--- src/rtl/stopwatch_timer.sv ---
// stopwatch_timer: BCD up/down stopwatch (M:T:O.t) for the seven-segment display path.
// Counts in tenth-second ticks, flashes the display at the terminal value, and
// supports a lap freeze of the displayed value while counting continues.
// Ports:
//   clk, reset (async, active-low)
//   Start/Stop/Clear/Lap   level inputs, rising edge acts
//   Countdown              mode select on Start from IDLE/FLASH (1 = down)
//   Preset_*               count-down start value (saturated per digit)
//   Minutes..Tenths_Seconds displayed BCD digits
//   Running, Flashing, Anode_En, Done  status / display enable
module stopwatch_timer #(
  parameter int unsigned TICK_DIV    = 10_000_000,
  parameter int unsigned MAX_MINUTES = 9,
  parameter int unsigned FLASH_TICKS = 5
) (
  input  logic       clk,
  input  logic       reset,
  input  logic       Start,
  input  logic       Stop,
  input  logic       Clear,
  input  logic       Lap,
  input  logic       Countdown,
  input  logic [3:0] Preset_Minutes,
  input  logic [3:0] Preset_Tens,
  input  logic [3:0] Preset_Ones,
  input  logic [3:0] Preset_Tenths,
  output logic [3:0] Minutes,
  output logic [3:0] Tens_Seconds,
  output logic [3:0] Ones_Seconds,
  output logic [3:0] Tenths_Seconds,
  output logic       Running,
  output logic       Flashing,
  output logic       Anode_En,
  output logic       Done
);

  localparam int unsigned PW = (TICK_DIV > 1) ? $clog2(TICK_DIV) : 1;
  localparam int unsigned FW = (FLASH_TICKS > 1) ? $clog2(FLASH_TICKS) : 1;
  localparam int unsigned CW = 16;
  localparam logic [3:0]    MAX_MIN   = 4'(MAX_MINUTES);
  localparam logic [PW-1:0] PRESC_TOP = PW'(TICK_DIV - 1);
  localparam logic [FW-1:0] FLASH_TOP = FW'(FLASH_TICKS - 1);
  localparam logic [CW-1:0] TERM_UP   = {MAX_MIN, 4'd5, 4'd9, 4'd9};
  localparam logic [CW-1:0] TERM_DN   = '0;

  typedef enum logic [1:0] {S_IDLE, S_RUN, S_PAUSED, S_FLASH} state_e;

  state_e          state_q, state_d;
  logic            start_q, stop_q, clear_q, lap_q;
  logic [CW-1:0]   count_q, count_d;
  logic [CW-1:0]   snap_q, snap_d;
  logic [CW-1:0]   disp_q, disp_d;
  logic [PW-1:0]   presc_q, presc_d;
  logic [FW-1:0]   fcnt_q, fcnt_d;
  logic            mode_q, mode_d;
  logic            freeze_q, freeze_d;
  logic            running_q, running_d;
  logic            flashing_q, flashing_d;
  logic            anode_q, anode_d;
  logic            done_q, done_d;

  logic            start_e, stop_e, clear_e, lap_e;
  logic            start_act, stop_act;
  logic            tick, load_start, flash_entry, flash_wrap;
  logic [CW-1:0]   preset_sat, term, count_step;

  // BCD increment with carry: tenths 9->0, ones 9->0, tens 5->0 into minutes
  function automatic logic [CW-1:0] bcd_up(input logic [CW-1:0] c);
    logic [3:0] m, t, o, d;
    {m, t, o, d} = c;
    if (d != 4'd9) d = d + 4'd1;
    else begin
      d = 4'd0;
      if (o != 4'd9) o = o + 4'd1;
      else begin
        o = 4'd0;
        if (t != 4'd5) t = t + 4'd1;
        else begin
          t = 4'd0;
          m = m + 4'd1;
        end
      end
    end
    return {m, t, o, d};
  endfunction

  // BCD decrement with borrow, mirror image of bcd_up
  function automatic logic [CW-1:0] bcd_dn(input logic [CW-1:0] c);
    logic [3:0] m, t, o, d;
    {m, t, o, d} = c;
    if (d != 4'd0) d = d - 4'd1;
    else begin
      d = 4'd9;
      if (o != 4'd0) o = o - 4'd1;
      else begin
        o = 4'd9;
        if (t != 4'd0) t = t - 4'd1;
        else begin
          t = 4'd5;
          m = m - 4'd1;
        end
      end
    end
    return {m, t, o, d};
  endfunction

  assign start_e   = Start & ~start_q;
  assign stop_e    = Stop  & ~stop_q;
  assign clear_e   = Clear & ~clear_q;
  assign lap_e     = Lap   & ~lap_q;
  // Clear beats Stop beats Start
  assign stop_act  = stop_e & ~clear_e;
  assign start_act = start_e & ~stop_e & ~clear_e;

  assign tick = (presc_q == PRESC_TOP);

  assign preset_sat = {(Preset_Minutes > MAX_MIN) ? MAX_MIN : Preset_Minutes,
                       (Preset_Tens    > 4'd5)    ? 4'd5    : Preset_Tens,
                       (Preset_Ones    > 4'd9)    ? 4'd9    : Preset_Ones,
                       (Preset_Tenths  > 4'd9)    ? 4'd9    : Preset_Tenths};

  // A step from the terminal value holds there (possible after FLASH->PAUSED->RUN)
  assign term       = mode_q ? TERM_DN : TERM_UP;
  assign count_step = (count_q == term) ? count_q : (mode_q ? bcd_dn(count_q) : bcd_up(count_q));

  // State register
  always_ff @(posedge clk or negedge reset) begin
    if (!reset) state_q <= S_IDLE;
    else        state_q <= state_d;
  end

  // Next-state logic; load_start marks a fresh start (count cleared or preset loaded)
  always_comb begin
    state_d    = state_q;
    load_start = 1'b0;
    unique case (state_q)
      S_IDLE: if (start_act) load_start = 1'b1;
      S_RUN: begin
        if (clear_e)                          state_d = S_IDLE;
        else if (tick && count_step == term)  state_d = S_FLASH;
        else if (stop_act)                    state_d = S_PAUSED;
      end
      S_PAUSED: begin
        if (clear_e)        state_d = S_IDLE;
        else if (start_act) state_d = S_RUN;
      end
      S_FLASH: begin
        if (clear_e)        state_d = S_IDLE;
        else if (stop_act)  state_d = S_PAUSED;
        else if (start_act) load_start = 1'b1;
      end
      default: state_d = S_IDLE;
    endcase
    if (load_start) state_d = (Countdown && preset_sat == '0) ? S_FLASH : S_RUN;
  end

  assign flash_entry = (state_d == S_FLASH) && ((state_q != S_FLASH) || load_start);
  assign flash_wrap  = (state_q == S_FLASH) && (state_d == S_FLASH) && !flash_entry &&
                       tick && (fcnt_q == FLASH_TOP);

  // Datapath next values: count, prescaler, mode, lap freeze, display
  always_comb begin
    count_d  = count_q;
    presc_d  = presc_q;
    mode_d   = mode_q;
    snap_d   = snap_q;
    freeze_d = freeze_q;
    fcnt_d   = fcnt_q;
    if (clear_e) begin
      count_d = '0;
      presc_d = '0;
    end else if (load_start) begin
      mode_d  = Countdown;
      count_d = Countdown ? preset_sat : '0;
      presc_d = '0;
    end else if (state_q == S_RUN || state_q == S_FLASH) begin
      presc_d = tick ? '0 : presc_q + PW'(1);
      if (state_q == S_RUN && tick) count_d = count_step;
    end

    if (flash_entry)     fcnt_d = '0;
    else if (flash_wrap) fcnt_d = '0;
    else if (state_q == S_FLASH && state_d == S_FLASH && tick) fcnt_d = fcnt_q + FW'(1);

    if (clear_e || flash_entry) freeze_d = 1'b0;
    else if (lap_e && (state_q == S_RUN || state_q == S_PAUSED)) begin
      freeze_d = ~freeze_q;
      if (!freeze_q) snap_d = count_q;
    end

    disp_d = freeze_d ? snap_d : count_d;
  end

  // Output logic (registered below)
  always_comb begin
    running_d  = (state_d == S_RUN);
    flashing_d = (state_d == S_FLASH);
    done_d     = flash_entry;
    anode_d    = 1'b1;
    if (flash_entry)             anode_d = 1'b0;
    else if (state_d == S_FLASH) anode_d = flash_wrap ? ~anode_q : anode_q;
  end

  // Datapath and output registers
  always_ff @(posedge clk or negedge reset) begin
    if (!reset) begin
      start_q    <= 1'b0;
      stop_q     <= 1'b0;
      clear_q    <= 1'b0;
      lap_q      <= 1'b0;
      count_q    <= '0;
      snap_q     <= '0;
      disp_q     <= '0;
      presc_q    <= '0;
      fcnt_q     <= '0;
      mode_q     <= 1'b0;
      freeze_q   <= 1'b0;
      running_q  <= 1'b0;
      flashing_q <= 1'b0;
      anode_q    <= 1'b1;
      done_q     <= 1'b0;
    end else begin
      start_q    <= Start;
      stop_q     <= Stop;
      clear_q    <= Clear;
      lap_q      <= Lap;
      count_q    <= count_d;
      snap_q     <= snap_d;
      disp_q     <= disp_d;
      presc_q    <= presc_d;
      fcnt_q     <= fcnt_d;
      mode_q     <= mode_d;
      freeze_q   <= freeze_d;
      running_q  <= running_d;
      flashing_q <= flashing_d;
      anode_q    <= anode_d;
      done_q     <= done_d;
    end
  end

  assign {Minutes, Tens_Seconds, Ones_Seconds, Tenths_Seconds} = disp_q;
  assign Running  = running_q;
  assign Flashing = flashing_q;
  assign Anode_En = anode_q;
  assign Done     = done_q;

endmodule

--- config.mk ---
export PLATFORM = sky130hd
export DESIGN_NAME = stopwatch_timer
export DESIGN_NICKNAME = d
export VERILOG_FILES = /design/src/rtl/stopwatch_timer.sv
export SDC_FILE = /design/constraint.sdc
export NUM_CORES = 1
export LEC_CHECK = 0
export CORE_ASPECT_RATIO = 0.8
export CORE_MARGIN = 2
export CORE_UTILIZATION = 50
export DETAILED_ROUTE_END_ITERATION = 12
export GPL_TIMING_DRIVEN = 0
export HOLD_SLACK_MARGIN = 0.1
export PLACE_DENSITY = 0.7
export SLEW_MARGIN = 20
export SYNTH_ARGS = -nofsm -noshare
export SYNTH_HDL_FRONTEND = slang
export SYNTH_SLANG_ARGS = --single-unit
export TNS_END_PERCENT = 100
--- constraint.sdc ---
create_clock -name clk -period 3.7 [get_ports clk]
set_input_delay 0.555 -clock clk [delete_from_list [all_inputs] [get_ports clk]]
set_output_delay 0.555 -clock clk [all_outputs]
set_load 0.05 [all_outputs]
# Word level (Yosys, flattened, before mapping)
# Index checks and enable logic that the tools add are counted.
# Widths: inputs -> output; s select.
# totals
reg_bits,87
inputBits,23
output_inout_bits,20
word_cells,141
# classes
add_sub_neg,10
magnitude_cmp,4
eq_ne,14
mux,59
bitwise_logic,15
reduce_logical,23
# op_table
cell,n
$mux 16,12
$mux 24,4
$mux 4,22
$eq 16x16->1,2
$add 24x1->24 const B,1
$eq 24x24->1 const B,1
$add 4x1->4 const B,4
$logic_not 16->1,1
$mux 2,8
$sub 4x1->4 const B,4
$gt 4x4->1 const B,3
$reduce_bool 4->1,3
$logic_and 1x1->1,10
$mux 3,3
$mux 1,8
$ne 4x4->1 const B,2
$not 1->1,8
$and 1x1->1,7
$eq 2x2->1 const B,3
$pmux 2 s3,1
$reduce_bool 3->1,2
$eq 2x1->1 const B,2
$gt 4x3->1 const B,1
$logic_or 1x1->1,4
9 further kinds,9

# Longest topological paths before layout
# Gate-level depths: netlist of run 1.
# logic_depth
depth_word,21
depth_mapped,13
ltp_nobuf,11

# Worst setup path after synthesis of run 1
# OpenSTA, ideal clock, no wires.
# synth_path
path_kind,register to register
from,register count_q[2]
to,register snap_q[12]
arrival_time_ns,2.998
required_ns,3.573
setup_slack_ns,0.575
stages_incl_launch_ff,13
path_buffers,3
path_cell_list,dfrtp_1 > buf_6 > nor4_4 > nand2_2 > or4_1 > o211ai_1 > o211ai_1 > or4_4 > a21o_1 > buf_6 > nand3_4 > buf_6 > mux2_1
# synth_via
elab_chain_cells,14
# synth_lines
element,line_no,text
start: declaration,50,"logic [CW-1:0] count_q, count_d;"
start signal: assignment,227,count_q <= count_d;
$add 4x1->4 (tied with other cells),71,if (d != 4'd9) d = d + 4'd1;
$mux 4 (on tied branches),"71, 91",
$mux 16,124,assign count_step = (count_q == term) ? count_q : (mode_q ? bcd_dn(count_q) : bcd_up(count_q));
$mux 16 (*),124,
$eq 16x16->1 (*),140,else if (tick && count_step == term) state_d = S_FLASH;
$logic_and 1x1->1 (*),140,
$mux 2 (*),140,
$mux 2 (*),139,if (clear_e) state_d = S_IDLE;
$pmux 2 s3 (*),136,unique case (state_q)
$mux 2 (*),154,if (load_start) state_d = (Countdown && preset_sat == '0) ? S_FLASH : S_RUN;
$eq 2x2->1 (*),157,assign flash_entry = (state_d == S_FLASH) && ((state_q != S_FLASH) || load_start);
$logic_and 1x1->1 (*),157,
$logic_or 1x1->1 (*),185,if (clear_e || flash_entry) freeze_d = 1'b0;
$mux 16 (*),185,
net snap_d[12],51,"logic [CW-1:0] snap_q, snap_d;"
end signal: assignment,228,snap_q <= snap_d;
end: declaration,51,
# Mark *: on every way through the listed nets, which the timed path passes. The rest lies on a longest branch.
# A chain may end at the register's enable or synchronous reset.

# Worst setup path after layout of run 1
# layout_path
from,register mode_q
to,register snap_q[12]
# layout_via
elab_chain_cells,13
# layout_lines
element,line_no,text
start: declaration,55,"logic mode_q, mode_d;"
start signal: assignment,232,mode_q <= mode_d;
$mux 16,123,assign term = mode_q ? TERM_DN : TERM_UP;
$eq 16x16->1,124,
$mux 16,124,
$eq 16x16->1 (*),140,
$logic_and 1x1->1 (*),140,
$mux 2 (*),140,
$mux 2 (*),139,
$pmux 2 s3 (*),136,
$mux 2 (*),154,
$eq 2x2->1 (*),157,
$logic_and 1x1->1 (*),157,
$logic_or 1x1->1 (*),185,
$mux 16 (*),185,
net snap_d[12],51,
# Marks and branches as above.

==> results of run 1 <==
report_power, final:
group	internal, W	switching, W	total (W)
sequential	0.00114	0.000165	0.00131
combinational	0.000795	0.00146	0.00225
clock	0.000469	0.000406	0.000875
kinds of logic after synthesis:
logic type,after synthesis,share of synthesized area
compound gates,193,0.223
flops,87,0.365
xor+xnor,27,0.0396
mux,17,0.0312
buf+inv,78,0.0563
fa+ha+maj,10,0.0209
simple gates,285,0.265
synth_stat cells, types with 5 or more instances:
library cell               instances
sky130_fd_sc_hd__dfrtp_1          86
sky130_fd_sc_hd__nor2_1           76
sky130_fd_sc_hd__o21ai_0          43
sky130_fd_sc_hd__a21oi_1          41
sky130_fd_sc_hd__nand2_1          40
sky130_fd_sc_hd__clkbuf_1         36
sky130_fd_sc_hd__nor3_1           31
sky130_fd_sc_hd__nand3_1          30
sky130_fd_sc_hd__inv_1            26
sky130_fd_sc_hd__nand4_1          23
sky130_fd_sc_hd__xor2_1           17
sky130_fd_sc_hd__mux2_2           12
sky130_fd_sc_hd__a41oi_1          10
sky130_fd_sc_hd__buf_2            10
sky130_fd_sc_hd__ha_1             10
sky130_fd_sc_hd__xnor2_1          10
sky130_fd_sc_hd__a22o_1            9
sky130_fd_sc_hd__a31oi_1           9
sky130_fd_sc_hd__and3_1            9
sky130_fd_sc_hd__nor4_1            9
sky130_fd_sc_hd__nand2b_1          8
sky130_fd_sc_hd__nor2b_1           8
sky130_fd_sc_hd__o22ai_1           8
sky130_fd_sc_hd__o211a_1           6
sky130_fd_sc_hd__o31ai_1           6
sky130_fd_sc_hd__and2_1            5
sky130_fd_sc_hd__and4_1            5
sky130_fd_sc_hd__or2_2             5
timing repair:
item                       in CTS  in global routing
setup buffers                   2                  0
gates resized for setup         3                 12
hold buffers                    0                  0
setup endpoints to repair      34                 23
pin swaps                       1                  0
cell type report:
| type | count | area [um^2] |
|---|---|---|
| fillers | 1023 | 4670 |
| multi-input cells | 532 | 3490 |
| flip-flops and latches | 87 | 2180 |
| repair buffers | 45 | 460 |
| plain buffers | 51 | 241 |
| clock buffers | 10 | 229 |
| well taps | 148 | 185 |
| inverters | 26 | 97.6 |
| clock inverters | 6 | 52.6 |
sequential cells by signal, indices dropped and copies added (netlist names), 2 cells and up:
signal   cells
snap_q      16
state_q      2
count_q     16
presc_q     24
disp_q      16
fcnt_q       3
critical path, delay by kind of cell (launching register included):
family / cells / cell delay [ps]
simple gates: 5 / 1440
buf+inv: 3 / 710
compound gates: 3 / 590
flops: 1 / 480
mux: 1 / 320
stage by stage:
stage	cell area (um^2)	TNS, ps	worst slack, ps	utilization	total power (W)
final	6930	0	31.5	0.598	0.00443
after global routing	6930	-6.03	-6.03	0.598	0.00466
after CTS	6910	0	13.5	0.596	0.00436
after floorplan	5970	0	575	-	0.00281
after global placement	6580	-110910	-1090	0.567	0.00344
after detailed placement	6600	-20340	-544	0.569	0.00347
placed cells by master, fill, tap and decap left out, types with 12 or more instances in the layout:
| master | instances |
|---|---|
| sky130_fd_sc_hd__nor2_1 | 75 |
| sky130_fd_sc_hd__nand3_1 | 30 |
| sky130_fd_sc_hd__clkbuf_1 | 31 |
| sky130_fd_sc_hd__a21oi_1 | 40 |
| sky130_fd_sc_hd__o21ai_0 | 43 |
| sky130_fd_sc_hd__nand2_1 | 40 |
| sky130_fd_sc_hd__inv_1 | 26 |
| sky130_fd_sc_hd__clkdlybuf4s50_1 | 41 |
| sky130_fd_sc_hd__dfrtp_1 | 86 |
| sky130_fd_sc_hd__nand4_1 | 23 |
| sky130_fd_sc_hd__mux2_2 | 12 |
| sky130_fd_sc_hd__xor2_1 | 17 |
| sky130_fd_sc_hd__nor3_1 | 30 |
how the worst max path moves through the flow:
stage | to | cells past startpoint
final | snap_q[12]$_DFF_PN0_ | 12
after global routing | snap_q[12]$_DFF_PN0_ | 12
after CTS | presc_q[12]$_DFFE_PN0P_ | 11
after detailed placement | snap_q[12]$_DFF_PN0_ | 11
after global placement | count_q[5]$_DFF_PN0_ | 1
after floorplan | snap_q[12]$_DFF_PN0_ | 12
layer usage:
| metal | global-route usage | vias up | share of wire |
|---|---|---|---|
| met5 | 0 | - | 0 |
| met4 | 0.103 | 0 | 0.029 |
| met3 | 0.0470 | 48 | 0.092 |
| met2 | 0.431 | 358 | 0.42 |
| met1 | 0.448 | 2816 | 0.46 |
| li1 | - | 2703 | - |
==> metrics.log, run 1 <==
[metrics] worst reg2reg setup slack: 30 ps
[metrics] pin count of the biggest net entering global routing: 59
[metrics] distinct cell type count after synthesis: 82
[metrics] Peak Freq: 273 MHz
[metrics] count of nets left with antenna violations after detail routing: 0
[metrics] sort of element at the end of the critical path: register
[metrics] dpl hpwl: 14.1 mm
[metrics] number of warning messages in the yosys log: 0
[metrics] Post-synth EDFFs: 0
[metrics] Non-Filler Instances: 905
[metrics] initial drt markers: 759
[metrics] Die X: 126 um
[metrics] placed cells: 888
[metrics] TritonCTS clock tree: done
[metrics] Worst EP arrival: 3900 ps
[metrics] initial antenna violation count: 0
[metrics] endpoint required time on the critical path: 3930 ps
[metrics] number of port buffers: 42
[metrics] post-synthesis sequential area ratio: 0.365
[metrics] net total in the final layout: 785
[metrics] Area growth, synth to finish: 16.1%
[metrics] post-synthesis instance area: 5970 um^2
[metrics] cell type with the largest total area after synthesis: sky130_fd_sc_hd__dfrtp_1
[metrics] Std-Cell Core Area: 11,600 um^2
[metrics] top cell type's share of synthesized area: 0.360
[metrics] Worst R2R Path Depth: 12
[metrics] reg-to-reg endpoint: snap_q[12]$_DFF_PN0_
[metrics] Detailed Routing Iterations Pass 1: 7
[metrics] die area: 12,800 um^2
[metrics] main area contributors after synthesis: sky130_fd_sc_hd__dfrtp_1 (36%), sky130_fd_sc_hd__nor2_1 (4.8%), sky130_fd_sc_hd__o21ai_0 (3.6%), sky130_fd_sc_hd__a21oi_1 (3.4%), sky130_fd_sc_hd__nor3_1 (2.6%)
[metrics] mean cell area of the mapped netlist: 8.57 um^2
[metrics] Final Wtd Congestion: 0.974
[metrics] Most used DFF post-synth: sky130_fd_sc_hd__dfrtp_1
[metrics] worst-skew pair later-pin latency: 350 ps
[metrics] slowest stage cell, crit path: sky130_fd_sc_hd__nor3b_1
[metrics] vias post-DR: 5,925
[metrics] run status: complete, no violations
[metrics] wire length of the first global-routing pass: 29.7 mm
[metrics] via/cell ratio: 6.55
[metrics] total wirelength of the detailed-routed design: 19.0 mm
[metrics] class of the tightest hold or removal check: in2async
[metrics] largest fanout of any net on the critical path: 10
[metrics] CTS root buffer: sky130_fd_sc_hd__clkbuf_16
[metrics] clock tree skew after final layout: 12.8 ps
[metrics] IR drop worst, VDD: 0.000429 V
[metrics] antenna diode instance count: 0
[metrics] register bit count reported by yosys: 87
[metrics] CTS buffer count: 9
[metrics] DRC violations left: 0
[metrics] y dimension of the die: 102 um
[metrics] Async SR Flop Fraction: 1.00
[metrics] maximum cell stage delay along the critical path: 510 ps
[metrics] critical path type: reg2reg
[metrics] average detailed-routed wire length per instance: 21.0 um
[metrics] cell-by-cell listing of the critical path: clkbuf_1, nor3b_1, a221oi_1, nor3_2, o2111ai_1, and4b_1, nand4_1, a21o_1, buf_6, nand3_4, buf_6, mux2_1
[metrics] tightest hold margin: 137 ps
[metrics] GR Util All Layers: 0.296
[metrics] number of global-route vias before repair: 5,384
[metrics] launch point of the critical path: mode_q$_DFFE_PN0P_
[metrics] Final setup viols: 0
[metrics] period utilization: 0.991
[metrics] total power divided by cell area: 639 nW/um^2
[metrics] worst-case clock buffer depth: 2
[metrics] clock transition at the registers of the reported paths: 70 ps
[metrics] measured slew at the worst slew-check pin: 938 ps
[metrics] Reg-to-Reg Start: mode_q$_DFFE_PN0P_
[metrics] number of nets produced by synthesis: 730
[metrics] floorplan row count: 35
[metrics] residual overflow from global routing: 0
[metrics] CTS H-tree depth: 3
[metrics] max-capacitance violation count: 0
[metrics] leakage power summed over all cells: 2.96 nW
[metrics] most used cell, CP: sky130_fd_sc_hd__buf_6
[metrics] Sinks on Clock Net: 87
[metrics] layout cells sized above 1: 0.106
[metrics] post-synthesis instance total: 697
[metrics] starting density of the core: 0.515
[metrics] final hold violation count: 0
[metrics] Final Slew Violations: 0
[metrics] kind of launch point of the worst setup path: register
[metrics] minimum clock period: 3670 ps
[metrics] # IOs: 43
[metrics] worst slew slack as a fraction of its limit: 0.375
No activity file was read; power rests on OpenSTA's default activity.
==> inputs of run 2 (changes only) <==
--- a/config.mk
+++ b/config.mk
@@ -5,9 +5,11 @@
 export SDC_FILE = /design/constraint.sdc
 export NUM_CORES = 1
 export LEC_CHECK = 0
+export CAP_MARGIN = 20
 export CORE_ASPECT_RATIO = 0.8
 export CORE_MARGIN = 2
 export CORE_UTILIZATION = 50
+export CTS_BUF_LIST = sky130_fd_sc_hd__clkbuf_4
 export DETAILED_ROUTE_END_ITERATION = 12
 export GPL_TIMING_DRIVEN = 0
 export HOLD_SLACK_MARGIN = 0.1
==> run 2 against run 1 <==
Against the previous run: utilization fell by 1.2 points; clock skew rose by 18 ps; worst setup slack improved by 47 ps; highest routed layer unchanged; fmax rose by 1.3%; sequential share of layout area rose by 0.67 points; non-clock buffer count rose by 1; global-route usage fell by 0.069 points; flip-flop and latch count did not move; first-iteration DRC count rose by 1.8%; register-to-register slack improved by 50 ps; sequential power barely moved; routed wire length fell by 0.25%.
==> metrics.log, run 2 (same netlist as run 1, synthesis figures left out) <==
[metrics] run status: complete, no violations
[metrics] Std-Cell Core Area: 11,600 um^2
[metrics] max-capacitance violation count: 0
[metrics] leakage power summed over all cells: 2.89 nW
[metrics] GR Util All Layers: 0.295
[metrics] CTS root buffer: sky130_fd_sc_hd__clkbuf_4
[metrics] fill cell total of the finished layout: 1,042
[metrics] clock tree skew after final layout: 30.5 ps
[metrics] final core occ: 0.585
[metrics] Placed Instance Area: 6600 um^2
[metrics] average detailed-routed wire length per instance: 20.9 um
[metrics] net total in the final layout: 786
[metrics] residual overflow from global routing: 0
[metrics] starting density of the core: 0.515
[metrics] CTS H-tree depth: 3
[metrics] maximum cell stage delay along the critical path: 520 ps
[metrics] worst-case clock buffer depth: 2
[metrics] most frequent standard cell in the layout excluding fill and tap cells: sky130_fd_sc_hd__dfrtp_1
[metrics] count of cells along the worst hold path: 1
[metrics] die area: 12,800 um^2
[metrics] initial drt markers: 773
[metrics] slowest stage cell, crit path: sky130_fd_sc_hd__dfrtp_1
[metrics] critical path type: reg2reg
[metrics] number of port buffers: 42
[metrics] endpoint required time on the critical path: 4070 ps
[metrics] most used cell, CP: sky130_fd_sc_hd__buf_6
[metrics] Area growth, synth to finish: 13.7%
[metrics] Final Wtd Congestion: 0.974
[metrics] setup slack after placement: -544 ps
[metrics] Sinks on Clock Net: 87
[metrics] DRC violations left: 0
[metrics] wire length of the first global-routing pass: 29.6 mm
[metrics] # IOs: 43
[metrics] total power divided by cell area: 602 nW/um^2
[metrics] layout cells sized above 1: 0.107
[metrics] post-route cell area: 6790 um^2
[metrics] floorplan row count: 35
[metrics] sort of element at the end of the critical path: register
[metrics] CTS buffer count: 9
[metrics] number of global-route vias before repair: 5,378
[metrics] final hold violation count: 0
[metrics] total wirelength of the detailed-routed design: 18.9 mm
[metrics] reg-to-reg endpoint: snap_q[12]$_DFF_PN0_
[metrics] initial antenna violation count: 0
[metrics] worst slew slack as a fraction of its limit: 0.375
[metrics] Reg-to-Reg Start: mode_q$_DFFE_PN0P_
[metrics] hold path startpoint: snap_q[2]$_DFF_PN0_
[metrics] Detailed Routing Iterations Pass 1: 6
[metrics] minimum clock period: 3620 ps
[metrics] register ranked first by flip-flop count: presc_q
[metrics] class of the tightest hold or removal check: reg2reg
[metrics] kind of launch point of the worst setup path: register
[metrics] worst reg2reg setup slack: 80 ps
[metrics] Final setup viols: 0
[metrics] cell-by-cell listing of the critical path: clkbuf_1, nor3b_1, a221oi_1, nor3_2, o2111ai_1, and4b_1, nand4_1, a21o_1, buf_6, nand3_4, buf_6, mux2_1
[metrics] clock transition at the registers of the reported paths: 170 ps
[metrics] period utilization: 0.979
[metrics] antenna diode instance count: 0
[metrics] Die X: 126 um
[metrics] worst-skew pair later-pin latency: 480 ps
[metrics] largest fanout of any net on the critical path: 10
[metrics] via/cell ratio: 6.58
[metrics] Worst EP arrival: 3990 ps
[metrics] y dimension of the die: 102 um
[metrics] IR drop worst, VDD: 0.000378 V
[metrics] Peak Freq: 276 MHz
[metrics] Worst R2R Path Depth: 12
[metrics] most used cells in the layout excluding fill and tap cells: sky130_fd_sc_hd__dfrtp_1 (86), sky130_fd_sc_hd__nor2_1 (75), sky130_fd_sc_hd__o21ai_0 (43)
[metrics] setup slack of the critical path after layout: 78.3 ps
[metrics] vias post-DR: 5,957
[metrics] number of flip-flops in the largest register: 24
[metrics] Fin Setup TNS: 0 ps
[metrics] dpl hpwl: 14.1 mm
[metrics] pin count of the biggest net entering global routing: 59
[metrics] TritonCTS clock tree: done
[metrics] measured slew at the worst slew-check pin: 938 ps
[metrics] count of nets left with antenna violations after detail routing: 0
[metrics] worst hold path endpoint: snap_q[2]$_DFF_PN0_
[metrics] Final Slew Violations: 0
-- run 2: cell type report --
class                   instances  area (um^2)  area share
multi-input cells             532         3490       0.514
flip-flops and latches         87         2180       0.321
repair buffers                 46          470      0.0693
plain buffers                  51          241      0.0356
well taps                     148          185      0.0273
inverters                      26         97.6      0.0144
clock buffers                  10         75.1      0.0111
clock inverters                 6         52.6     0.00774
-- run 2: per-layer routing --
metal	global-route usage	wire length, um
met3	0.0507	1660
met4	0.0972	545
met1	0.450	8840
met5	0	0
met2	0.426	7880
-- run 2: what timing repair did --
item	in CTS	in global routing
endpoints found under the setup margin	34	42
pin swaps	1	0
hold buffers	1	0
endpoints found under the hold margin	28	0
gates resized for setup	2	13
setup buffers	2	0
-- run 2: worst max path at each step --
stage                              start                      end  cells after the start
floorplan           count_q[2]$_DFF_PN0_     snap_q[12]$_DFF_PN0_                     12
global placement                   reset     count_q[5]$_DFF_PN0_                      1
detailed placement                 Start     snap_q[12]$_DFF_PN0_                     11
CTS                 state_q[0]$_DFF_PN0_  presc_q[12]$_DFFE_PN0P_                     10
global route        count_q[6]$_DFF_PN0_     snap_q[12]$_DFF_PN0_                     12
finish                mode_q$_DFFE_PN0P_     snap_q[12]$_DFF_PN0_                     12
-- run 2: worst max-delay path, delay by kind of cell (launching register included) --
kind / cells / cell delay (ps)
simple gates: 5 / 1370
buf+inv: 3 / 720
compound gates: 3 / 570
flops: 1 / 520
mux: 1 / 320
-- run 2: power breakdown --
part / switching (W) / total [W] / internal (W)
Sequential: 0.000166 / 0.00130 / 0.00114
Combinational: 0.00146 / 0.00225 / 0.000796
Clock: 0.000368 / 0.000527 / 0.000159
Total: 0.00199 / 0.00408 / 0.00209
-- run 2: stage by stage --
step | cells | hold WS, ps | total power (W)
floorplan | 697 | 259 | 0.00281
global placement | 887 | 466 | 0.00344
detailed placement | 888 | 465 | 0.00347
CTS | 907 | 500 | 0.00401
global route | 906 | 522 | 0.00431
finish | 906 | 507 | 0.00408
